**config.mk**
```make
export PLATFORM = sky130hd
export DESIGN_NAME = hazard_unit
export DESIGN_NICKNAME = d
export VERILOG_FILES = /design/src/rtl/hazard_unit_pkg.sv /design/src/rtl/hazard_unit_md_tracker.sv /design/src/rtl/hazard_unit.sv
export SDC_FILE = /design/constraint.sdc
export NUM_CORES = 1
export LEC_CHECK = 0
export CORE_MARGIN = 1.5
export CORE_UTILIZATION = 42
export CTS_BUF_LIST = sky130_fd_sc_hd__clkbuf_8
export DETAILED_ROUTE_END_ITERATION = 6
export PLACE_DENSITY = 0.95
export SYNTH_ARGS = -nofsm -noshare
export SYNTH_HDL_FRONTEND = slang
export SYNTH_HIERARCHICAL = 1
export SYNTH_SLANG_ARGS = --single-unit
```
**constraint.sdc**
```tcl
create_clock -name clk -period 5.2 [get_ports clk]
set_clock_uncertainty 0.05 [all_clocks]
set_input_delay 0.52 -clock clk [delete_from_list [all_inputs] [get_ports clk]]
set_output_delay 0.52 -clock clk [all_outputs]
set_load 0.005 [all_outputs]
```
**src/rtl/hazard_unit_pkg.sv**
```systemverilog
// hazard_unit_pkg -- shared definitions for the pipeline hazard unit.
// Holds the mul/div tracker state encodings, the ALU forward-select codes,
// the default mul/div latency and small register-compare helpers used by
// hazard_unit and md_tracker.
package hazard_unit_pkg;

  // mul/div tracker states
  localparam logic [0:0] MD_IDLE = 1'b0;
  localparam logic [0:0] MD_BUSY = 1'b1;

  // ALU operand forward-select codes
  localparam logic [1:0] FWD_RF  = 2'b00;
  localparam logic [1:0] FWD_WB  = 2'b01;
  localparam logic [1:0] FWD_MEM = 2'b10;

  // cycles the mul/div unit stays busy after issue
  localparam int MD_LATENCY_DEFAULT = 32;

  // width of the mul/div down-counter
  localparam int MD_CNT_W = 6;

  // Register numbers match only when nonzero; $0 is hard-wired and never
  // produces a real dependency.
  function automatic logic reg_match(input logic [4:0] src, input logic [4:0] dst);
    return (src != 5'd0) && (src == dst);
  endfunction

  // ALU operand select: the MEM result is younger than WB, so it wins.
  function automatic logic [1:0] fwd_sel(input logic [4:0] src,
                                         input logic [4:0] wr_mem,
                                         input logic       rw_mem,
                                         input logic [4:0] wr_wb,
                                         input logic       rw_wb);
    logic [1:0] sel;
    if (rw_mem && reg_match(src, wr_mem)) begin
      sel = FWD_MEM;
    end else if (rw_wb && reg_match(src, wr_wb)) begin
      sel = FWD_WB;
    end else begin
      sel = FWD_RF;
    end
    return sel;
  endfunction

endpackage

```
**src/rtl/hazard_unit_md_tracker.sv**
```systemverilog
// md_tracker -- occupancy tracker for the multi-cycle mul/div unit.
// Ports:
//   clk    in  rising-edge clock
//   rst    in  synchronous active-high reset (aborts a running operation)
//   start  in  mul/div issued from EXE this cycle
//   busy   out unit occupied; high for MD_LATENCY cycles starting the
//              cycle after issue
//   done   out one-cycle pulse in the last busy cycle (HI/LO valid)
module md_tracker
  import hazard_unit_pkg::*;
#(
  parameter int MD_LATENCY = MD_LATENCY_DEFAULT
) (
  input  logic clk,
  input  logic rst,
  input  logic start,
  output logic busy,
  output logic done
);

  localparam logic [MD_CNT_W-1:0] CNT_LOAD = MD_CNT_W'(MD_LATENCY - 1);

  logic [0:0]          state_d, state_q;
  logic [MD_CNT_W-1:0] cnt_d, cnt_q;
  logic                done_d, done_q;

  // Next-state and counter logic; a start while BUSY is ignored.
  always_comb begin
    state_d = state_q;
    cnt_d   = cnt_q;
    case (state_q)
      MD_IDLE: begin
        if (start) begin
          state_d = MD_BUSY;
          cnt_d   = CNT_LOAD;
        end else begin
          state_d = MD_IDLE;
        end
      end
      MD_BUSY: begin
        if (cnt_q == {MD_CNT_W{1'b0}}) begin
          state_d = MD_IDLE;
        end else begin
          cnt_d = cnt_q - MD_CNT_W'(1);
        end
      end
      default: begin
        state_d = MD_IDLE;
        cnt_d   = {MD_CNT_W{1'b0}};
      end
    endcase
    // done is registered: it rises in the cycle where the counter sits at
    // zero in BUSY, so look one state ahead.
    done_d = (state_d == MD_BUSY) && (cnt_d == {MD_CNT_W{1'b0}});
  end

  // State, counter and done flops with synchronous reset.
  always_ff @(posedge clk) begin
    if (rst) begin
      state_q <= MD_IDLE;
      cnt_q   <= {MD_CNT_W{1'b0}};
      done_q  <= 1'b0;
    end else begin
      state_q <= state_d;
      cnt_q   <= cnt_d;
      done_q  <= done_d;
    end
  end

  assign busy = (state_q == MD_BUSY);
  assign done = done_q;

endmodule

```
**src/rtl/hazard_unit.sv**
```systemverilog
// hazard_unit -- stall, flush and forwarding control for a 5-stage MIPS
// pipeline with branches resolved in decode and a multi-cycle mul/div unit.
// Ports:
//   clk, rst                        clock, synchronous active-high reset
//   *_decode inputs                 decode-stage sources and instruction kind
//   *_exe / *_mem / *_wb inputs     later-stage sources, destinations, enables
//   stall_fetch, stall_decode       hold PC and IF/ID
//   flush_decode                    clear IF/ID on a taken branch/jump
//   flush_exe                       bubble into ID/EXE while decode stalls
//   forwardA/B_decode               branch comparator takes the MEM result
//   forwardA/B_exe                  ALU operand select (RF / WB / MEM)
//   md_busy, md_done                mul/div occupancy and completion pulse
module hazard_unit
  import hazard_unit_pkg::*;
#(
  parameter int MD_LATENCY = MD_LATENCY_DEFAULT
) (
  input  logic       clk,
  input  logic       rst,
  input  logic [4:0] Rs_decode,
  input  logic [4:0] Rt_decode,
  input  logic       branch_decode,
  input  logic       pcsrc_decode,
  input  logic       muldiv_start_decode,
  input  logic       hilo_read_decode,
  input  logic [4:0] Rs_exe,
  input  logic [4:0] Rt_exe,
  input  logic [4:0] writereg_exe,
  input  logic [4:0] writereg_mem,
  input  logic [4:0] writereg_wb,
  input  logic       regwrite_exe,
  input  logic       regwrite_mem,
  input  logic       regwrite_wb,
  input  logic       memtoreg_exe,
  input  logic       memtoreg_mem,
  input  logic       muldiv_start_exe,
  output logic       stall_fetch,
  output logic       stall_decode,
  output logic       flush_decode,
  output logic       flush_exe,
  output logic       forwardA_decode,
  output logic       forwardB_decode,
  output logic [1:0] forwardA_exe,
  output logic [1:0] forwardB_exe,
  output logic       md_busy,
  output logic       md_done
);

  logic lwstall_s;
  logic brstall_s;
  logic mdstall_s;
  logic stall_s;

  md_tracker #(
    .MD_LATENCY(MD_LATENCY)
  ) u_md_tracker (
    .clk  (clk),
    .rst  (rst),
    .start(muldiv_start_exe),
    .busy (md_busy),
    .done (md_done)
  );

  // Stall, flush and forward decisions; purely combinational.
  always_comb begin
    forwardA_exe = fwd_sel(Rs_exe, writereg_mem, regwrite_mem, writereg_wb, regwrite_wb);
    forwardB_exe = fwd_sel(Rt_exe, writereg_mem, regwrite_mem, writereg_wb, regwrite_wb);

    forwardA_decode = regwrite_mem && reg_match(Rs_decode, writereg_mem);
    forwardB_decode = regwrite_mem && reg_match(Rt_decode, writereg_mem);

    // load-use: the loaded value is not available until after MEM
    lwstall_s = memtoreg_exe &&
                (reg_match(Rs_decode, writereg_exe) || reg_match(Rt_decode, writereg_exe));

    // Branch compares in decode: an ALU result still in EXE, or a load
    // still in MEM, cannot be forwarded to the comparator in time.
    brstall_s = branch_decode &&
                ((regwrite_exe &&
                  (reg_match(Rs_decode, writereg_exe) || reg_match(Rt_decode, writereg_exe))) ||
                 (memtoreg_mem &&
                  (reg_match(Rs_decode, writereg_mem) || reg_match(Rt_decode, writereg_mem))));

    // The issue cycle counts as occupied, since the tracker turns busy
    // only on the following cycle.
    mdstall_s = (muldiv_start_decode || hilo_read_decode) &&
                (md_busy || muldiv_start_exe);

    stall_s = lwstall_s || brstall_s || mdstall_s;

    stall_fetch  = stall_s;
    stall_decode = stall_s;
    flush_exe    = stall_s;
    // a stalled branch has not resolved yet, so it must not flush IF/ID
    flush_decode = pcsrc_decode && !stall_s;
  end

endmodule

```
==> impl_metrics.ini <==
[clock_tree]
cts_tree = built
ctsResizeCount = 0
cts_hold_buf = 0
worstSkewPairLatency_ps = 230
numClockSinks = 8
cts_buffers = 3
post_cts_buffers = 0
ctsLongestPathBuffers = 2
clk_root_buffer_cell = clkbuf_8
path_clk_slew_ps = 40
htreeDepth = 1

[pwr]
peakVddDrop_mv = 0.155
sw_frac_of_total_pct = 32.0
powerDensity_nw_per_um2 = 175
switchingPower_w = 0.0000917
clock_power_share_pct = 26.7
p_int_w = 0.000195
power_frac_seq_pct = 26.6
pwr-share-comb_pct = 46.7
p_leak_nw = 0.581

[timing]
rsz0062_at_grt = false
relSlewSlack_pct = 62.8
finalHoldViolCount = 0
fin_crit_ps = 3270
timing.fmax_mhz = 305
period_share_pct = 63.0
worst_pin_slew_ps = 553
setup_viol = 0
slew_violations = 0
worst_hold_slack_ps = 471
fin_setup_tns_ps = 0

[setup_path]
start_kind = primary input
required_ps = 4630
slowest_stage = or4_1
worstSetupEndpointType = primary output
crit_chain = clkdlybuf4s50_1 -> or4_1 -> nor2_1 -> nor4_1 -> o21ai_0 -> and4_1 -> clkdlybuf4s50_1
cp.arrival_ps = 2700
crit_fanout = 3
crit_path_max_incr_delay_ps = 560
path_class = primary input to primary output
crit_top_cell = clkdlybuf4s50_1

[detailed_routing]
num_vias = 1179
drcViolationCount = 0
via_per_inst = 5.59
drtIter0Drc = 19
finalWirelength_mm = 2.97
wl_per_cell_um = 14.1
ant_nets = 0
dr.pass1.iters = 4

[synthesis]
synth_seq_cells = 8
synth_area_um2 = 1010
ys.warnings.count = 6
avgSynthCellArea_um2 = 8.05
synth_cell_types = 36
ys_seq_area_share_pct = 15.9
synth_cells = 125
syn-num-nets = 174

[job]
maxCapViolCount = 0

[place]
post_dp_cell_area_um2 = 1600
hpwl_mm = 2.53
port_buffers = 58
gp_congestion = 0.875

[grt]
grt_first_pass_wirelength_mm = 4.56
antenna_found_initial = 0
grt-ovfl-total = 0
grt_start_max_net_pins = 10
grt_usage_pct = 22.3
grt_pass1_vias = 1079

[cells_and_area]
area_growth_pct = 63.3
seqCellArea_um2 = 160
mostFrequentLayoutCell = clkdlybuf4s50_1
diodes = 0
layout-drive-gt1-share_pct = 3.83
postLayoutCellArea_um2 = 1640
num-fill-cells = 152
nets = 234
layout_common_cells = clkdlybuf4s50_1 (58), xnor2_1 (23), xor2_1 (18)
multi_input_area_um2 = 811

[run_status]
status = complete, no violations

[floorplanning]
dieArea_um2 = 2700
die_w_um = 51.9
die_h_um = 51.9
ioPinCount = 59
rows = 17
core_area_um2 = 2230
initial_utilization_pct = 45.0

[worst_hold_path]
hold_path_class = flip-flop to flip-flop
[layout make-up]
class | count | share of cell area, %
Clock buffer | 3 | 2.51
Inverter | 4 | 0.914
Multi-Input combinational cell | 110 | 49.4
Sequential cell | 8 | 9.75
Tap cell | 28 | 2.13
Timing Repair Buffer | 58 | 35.3
[power by group through the flow]
stage | registers, W | clock network, W | logic [W]
finish | 0.0000763 | 0.0000767 | 0.000134
global route | 0.0000775 | 0.0000806 | 0.000144
CTS | 0.0000760 | 0.0000765 | 0.000133
detailed placement | 0.0000770 | 0 | 0.000132
global placement | 0.0000764 | 0 | 0.000126
floorplan | 0.0000739 | 0 | 0.0000668
[flip-flops by register name (all words and copies together) (netlist names)]
register and cells:
u_md_tracker/busy 1, u_md_tracker/cnt_q 6, u_md_tracker/done 1
[critical path: cells and delay by family]
| family | cells | cell delay [ps] |
|---|---|---|
| AO/OA/AOI/OAI | 1 | 210 |
| buffers and inverters | 2 | 960 |
| AND/OR/NAND/NOR | 4 | 1000 |
[final timing paths]
kind | start | endpoint | slack [ps] | cells after the start
max | Rt_decode[1] | flush_decode | 1930 | 7
min | u_md_tracker/cnt_q[0]$_SDFF_PP0_ | u_md_tracker/done$_SDFF_PP0_ | 470 | 2
max reg2reg | u_md_tracker/cnt_q[0]$_SDFF_PP0_ | u_md_tracker/done$_SDFF_PP0_ | 3190 | 6
min reg2reg | u_md_tracker/cnt_q[0]$_SDFF_PP0_ | u_md_tracker/done$_SDFF_PP0_ | 470 | 2
[per-layer routing]
metal  GRT usage (%)  routed length, um  vias to the layer above
met5               0                  0                        -
met4            9.21                 35                        0
met3            3.16                218                        6
met2            41.8               1510                       63
met1            24.8               1200                      536
li1                -                  -                      574
[per-stage QoR]
stage                     utilization, %  setup slack [ps]  instances  total power (W)
after global placement              71.7              2040        208         0.000203
after floorplan                        -              2930        125         0.000141
final                               73.6              1930        211         0.000287
after CTS                           73.6              1950        211         0.000286
after global routing                73.6              1830        211         0.000302
after detailed placement            71.7              1960        208         0.000209
[cell usage after synthesis (all sizes together)]
| cell | instances | share of area (%) |
|---|---|---|
| nor3b | 2 | 1.5 |
| a2111o | 1 | 1.1 |
| xor2 | 18 | 16 |
| a211oi | 1 | 0.75 |
| nor4 | 7 | 4.4 |
| nor3 | 5 | 2.5 |
| buf | 2 | 1.5 |
| a31oi | 1 | 0.62 |
| o21ai | 3 | 1.5 |
| clkbuf | 1 | 0.50 |
| nor2 | 6 | 2.5 |
| or4 | 4 | 3.0 |
| inv | 4 | 1.5 |
| o22a | 1 | 0.87 |
| xnor2 | 23 | 20 |
| o311ai | 1 | 0.87 |
| and3 | 2 | 1.4 |
| nand3 | 4 | 2.0 |
| and2b | 2 | 1.5 |
| a21o | 2 | 1.5 |
| o31ai | 2 | 1.5 |
| nor4b | 1 | 0.87 |
| nor2b | 3 | 1.9 |
| a41oi | 1 | 1.6 |
| or4b | 1 | 1.4 |
| a21oi | 3 | 1.5 |
| a21boi | 1 | 0.75 |
| nand2 | 5 | 1.9 |
| nand2b | 1 | 0.62 |
| ha | 2 | 2.5 |
| dfxtp | 8 | 16 |
| nand4 | 6 | 3.7 |
| and4 | 1 | 0.87 |
[kinds of logic (layout without fill, tap and decap cells)]
group | Yosys count | in the layout | synth area share [%]
AOI/OAI and AO/OA | 17 | 17 | 12.6
buffers and inverters | 7 | 65 | 3.48
and+or+nand+nor | 50 | 50 | 29.9
xor gates and xnor gates | 41 | 41 | 35.7
DFF | 8 | 8 | 15.9
adders and majority gates | 2 | 2 | 2.49
Note: power is estimated with default switching activity, not from simulation.
==> edit 1: new RTL, same flow settings <==
The package constant `MD_CNT_W` goes from 6 to 8.
--- a/src/rtl/hazard_unit_pkg.sv
+++ b/src/rtl/hazard_unit_pkg.sv
@@ -18,5 +18,5 @@
 
   // width of the mul/div down-counter
-  localparam int MD_CNT_W = 6;
+  localparam int MD_CNT_W = 8;
 
   // Register numbers match only when nonzero; $0 is hard-wired and never
Check against the original RTL: same outputs for any inputs over 10 cycles, from zero or initial values and one cycle with rst high; that may be too few to reach the edited logic, so the function may still have changed.
==> edit 1 against the unedited design <==
Sequential cell count increased by 2. Worst hold slack improved by 68 ps. Maximum frequency decreased by 0.28%. Setup slack got worse by 9.2 ps. Area after synthesis increased by 18%. Routed wire length increased by 30%. Count of clock-buffer cells in the layout increased by 1. Total power increased by 21%. Synthesized cell count increased by 17%. Sequential share of layout area increased by 1.2 points. Register-to-register slack about the same. Design area increased by 11%. Global-route usage increased by 2.1 points.
==> edit 1: results (changes against the unedited design) <==
Hold endpoint: u_md_tracker/cnt_q[4] (was u_md_tracker/done)
Via count: 1394 (was 1179)
Largest net degree at the start of global routing: 13 (was 10)
Gpl congestion: 0.9467 (was 0.8747)
Crit path launch: Rt_exe[1] (was Rt_decode[1])
Synth top area cells: dfxtp_1 (17%), xnor2_1 (16%), xor2_1 (14%), nor4_1 (4.2%), nand4_1 (3.7%) (was xnor2_1 (20%), dfxtp_1 (16%), xor2_1 (16%), nor4_1 (4.4%), nand4_1 (3.7%))
HP Start: u_md_tracker/cnt_q[4] (was u_md_tracker/cnt_q[0])
LEAKAGE: 0.6328 nW (was 0.5812 nW)
Cells on worst reg2reg path: 6 (unchanged)
Initial drt markers: 65 (was 19)
Crit path DAT: 2710 ps (was 2700 ps)
Cts bufs inserted: 3 (unchanged)
Worst R2R Setup Slack: 3180 ps (was 3190 ps)
Wl on met1: 1.551 mm (was 1.204 mm)
Outcome: finished, final reports clean (unchanged)
Vias in the first global route: 1330 (was 1079)
DR WL met2: 1.951 mm (was 1.509 mm)
Routed met3 length: 236 um (was 218 um)
Syn-to-layout area delta: 53.58% (was 63.31%)
WHS Path Cells: 2 (unchanged)
Number of flip-flops in the largest register: 8 (was 6)
First-pass GRT wire length: 6.168 mm (was 4.560 mm)
Final nets: 252 (was 234)
Total GRT Usage: 24.45% (was 22.35%)
Worst slew pin tran: 603.8 ps (was 553.5 ps)
P_int: 0.2328 mW (was 0.1951 mW)
Share of post-route cells with drive strength above 1: 5.446% (was 3.825%)
Netlist cell types: 44 (was 36)
Sequential-to-total area share from yosys stat: 16.84% (was 15.92%)
Final wirelength: 3.848 mm (was 2.968 mm)
Syn_nets: 195 (was 174)
[edit 1: routing by layer]
metal	global-route usage, %	up-vias
li1	-	660
met1	28.76	644
met2	44.54	76
met3	2.558	14
met4	10.20	0
met5	0	-
[edit 1: area by class of cell]
type / count / area [sq um]
Fill cell: 235 / 884.6
Inverter: 5 / 18.77
Tap cell: 31 / 38.79
Multi-Input combinational cell: 125 / 932.1
Clock buffer: 4 / 55.05
Timing Repair Buffer: 58 / 580.6
Sequential cell: 10 / 200.2
[edit 1: kinds of logic (layout without fill, tap and decap cells)]
group / after synthesis / after routing / synth area share (%)
simple gates: 58 / 58 / 29.37
xor+xnor: 41 / 41 / 30.21
compound gates: 24 / 24 / 16.74
buf+inv: 11 / 67 / 4.737
flops: 10 / 10 / 16.84
fa+ha+maj: 2 / 2 / 2.105
[edit 1: critical path, cell delays in order]
cell	delay, ps
clkdlybuf4s50_1	480
or4_1	570
nor2_1	140
nor4_1	90
nor4_1	330
clkdlybuf4s50_1	590
[edit 1: power groups by stage]
stage                     Combinational [mW]  Clock (mW)  Sequential, mW
final                                  0.151      0.0992          0.0965
after global routing                   0.163       0.104          0.0970
after CTS                              0.150      0.0997          0.0958
after detailed placement               0.148           0          0.0974
after global placement                 0.143           0          0.0973
after floorplan                       0.0845           0          0.0908
[edit 1: worst max-delay path by stage]
| stage | cells after the start | slack, ps | endpoint |
|---|---|---|---|
| after floorplan | 6 | 2930 | stall_decode |
| after global placement | 7 | 1970 | flush_decode |
| after detailed placement | 6 | 1930 | forwardB_exe[0] |
| after CTS | 6 | 1930 | forwardB_exe[0] |
| after global routing | 7 | 1780 | flush_decode |
| final | 6 | 1920 | forwardB_exe[0] |
[edit 1: through the flow]
stage,instances,setup slack [ps],instance area (sq um),hold WS [ps],utilization [%]
final,233,1916,1826,538.6,67.36
after global routing,233,1780,1826,551.4,67.36
after CTS,233,1934,1826,533.1,67.36
after detailed placement,229,1935,1770,526.2,65.33
after global placement,229,1974,1770,499.3,65.33
after floorplan,146,2935,1189,470.7,-
==> edit 2: new RTL, config.mk and constraints unchanged <==
Without the edit above. Make the reset (`rst`) asynchronous in one clocked block. Comments in the files are not updated.
--- a/src/rtl/hazard_unit_md_tracker.sv
+++ b/src/rtl/hazard_unit_md_tracker.sv
@@ -56,5 +56,5 @@
 
   // State, counter and done flops with synchronous reset.
-  always_ff @(posedge clk) begin
+  always_ff @(posedge clk or posedge rst) begin
     if (rst) begin
       state_q <= MD_IDLE;
Check against the original RTL: differs if rst is asserted again (counterexample within 4 cycles, from zero or initial values and one cycle with rst high); with rst held inactive, the same outputs for 10 cycles.
==> edit 2 against the unedited design <==
Routed wire length grew 4.1%. Register-to-register slack gained 240 ps. Non-clock buffer count is the same. Setup slack lost 38 ps. Area after synthesis grew 3.6%. Die area grew 3.4%. Total power shrank 20%. Design area grew 2.1%. Sequential cell count is the same. Critical endpoint unchanged. Largest power group unchanged.
==> edit 2: results (changes against the unedited design) <==
Antenna violations before repair: 0 (unchanged)
Largest net degree at the start of global routing: 11 (was 10)
Sequential cell area: 200.2 sq um (was 160.2 sq um)
LEAKAGE: 0.6367 nW (was 0.5812 nW)
Reg2reg start: u_md_tracker/cnt_q[0] (unchanged)
Fillers: 144 (was 152)
Worst slack, placed: 1893 ps (was 1956 ps)
DRT Pass-1 Iters: 5 (was 4)
CTS root buf: clkbuf_8 (unchanged)
Clock tree cell share of total cell area: 2.463% (was 2.513%)
Sequential power share: 27.3% (was 26.6%)
DR WL/cell: 15.00 um (was 14.07 um)
Syn_nets: 169 (was 174)
Critical Path Sink Type: output port (unchanged)
#MultiIn Comb: 106 (was 110)
Top post-synthesis cells by count: xnor2_1 (22), xor2_1 (18), dfrtp_1 (8) (was xnor2_1 (23), xor2_1 (18), dfxtp_1 (8))
CTS max path bufs: 2 (unchanged)
Synth top area cells: dfrtp_1 (19%), xnor2_1 (18%), xor2_1 (15%), nand4_1 (3.6%), nor4_1 (3.6%) (was xnor2_1 (20%), dfxtp_1 (16%), xor2_1 (16%), nor4_1 (4.4%), nand4_1 (3.7%))
Net Sw Power: 0.06048 mW (was 0.09173 mW)
Dpl hpwl: 2.645 mm (was 2.527 mm)
Worst min-delay path category: reg -> reg (unchanged)
P_comb: 0.0914 mW (was 0.134 mW)
Htree depth: 1 (unchanged)
NonClk Buf Share: 34.63% (was 35.34%)
Cell type with the largest total area after synthesis: dfrtp_1 (was xnor2_1)
First-pass GRT wire length: 4.843 mm (was 4.560 mm)
Syn. warnings: 6 (unchanged)
Nonclk inv count: 3 (was 4)
Vias per std cell: 5.733 (was 5.588)
Max-slew violations: 0 (unchanged)
Initial drt markers: 25 (was 19)
Vias in the first global route: 1136 (was 1079)
Crit path launch: Rt_decode[1] (unchanged)
Non-CTS buffers: 58 (unchanged)
Final nets: 229 (was 234)
Flops & latches, synth: 8 (unchanged)
Peak supply drop: 0.1101 mV (was 0.1547 mV)
Share of post-route cells with drive strength above 1: 7.303% (was 3.825%)
Area of the multi-input gates: 808.3 sq um (was 810.8 sq um)
Worst slew pin tran: 408.5 ps (was 553.5 ps)
Clock network power share: 32.7% (was 26.7%)
Max FO, Critical Path: 3 (unchanged)
HP Start: u_md_tracker/cnt_q[1] (was u_md_tracker/cnt_q[0])
Gpl congestion: 0.9092 (was 0.8747)
Async SR Flop Fraction: 100.0% (was 0%)
Sequential-to-total area share from yosys stat: 19.21% (was 15.92%)
Outcome: finished, final reports clean (unchanged)
# diodes: 0 (unchanged)
Port bufs: 58 (unchanged)
Post-CTS Setup Bufs: 0 (unchanged)
Total GRT Usage: 23.45% (was 22.35%)
==> edit 2: per-stage QoR <==
stage | instance area [sq um] | cells
floorplan | 1042 | 120
detailed placement | 1635 | 203
global route | 1677 | 206
CTS | 1677 | 206
global placement | 1635 | 203
finish | 1677 | 206
==> edit 2: logic make-up (layout without fill, tap and decap cells) <==
| family | Yosys count | in the layout | synth area share, % |
|---|---|---|---|
| adders and majority gates | 2 | 2 | 2.401 |
| DFF | 8 | 8 | 19.21 |
| AOI/OAI and AO/OA | 13 | 13 | 12.25 |
| and+or+nand+nor | 49 | 49 | 27.25 |
| xor gates and xnor gates | 40 | 40 | 33.61 |
| muxes | 2 | 2 | 2.041 |
| buffers and inverters | 6 | 64 | 3.241 |
==> edit 2: worst max-delay path: stages <==
cell and delay (ps):
clkdlybuf4s50_1 480, or4_1 550, nor2_1 180, nor4_1 80, o21ai_0 210, and4_1 220, clkdlybuf4s50_1 500
==> edit 2: worst paths after layout <==
| kind | endpoint | slack (ps) | depth (start not counted) |
|---|---|---|---|
| max | flush_decode | 1890 | 7 |
| min | u_md_tracker/cnt_q[3] | 470 | 1 |
| max reg2reg | u_md_tracker/cnt_q[0] | 3430 | 6 |
| min reg2reg | u_md_tracker/cnt_q[3] | 470 | 1 |
| max in group asynchronous | u_md_tracker/cnt_q[1] | 4370 | 2 |
| min in group asynchronous | u_md_tracker/cnt_q[5] | 490 | 2 |
==> edit 2: layer usage <==
metal / global-route usage [%] / routed length [um] / share of wire [%] / up-vias
met4: 8.974 / 54 / 1.7 / 0
met3: 2.286 / 247 / 8.0 / 7
met1: 25.56 / 1155 / 37 / 539
met2: 45.42 / 1631 / 53 / 80
li1: - / - / - / 555
met5: 0 / 0 / 0 / -
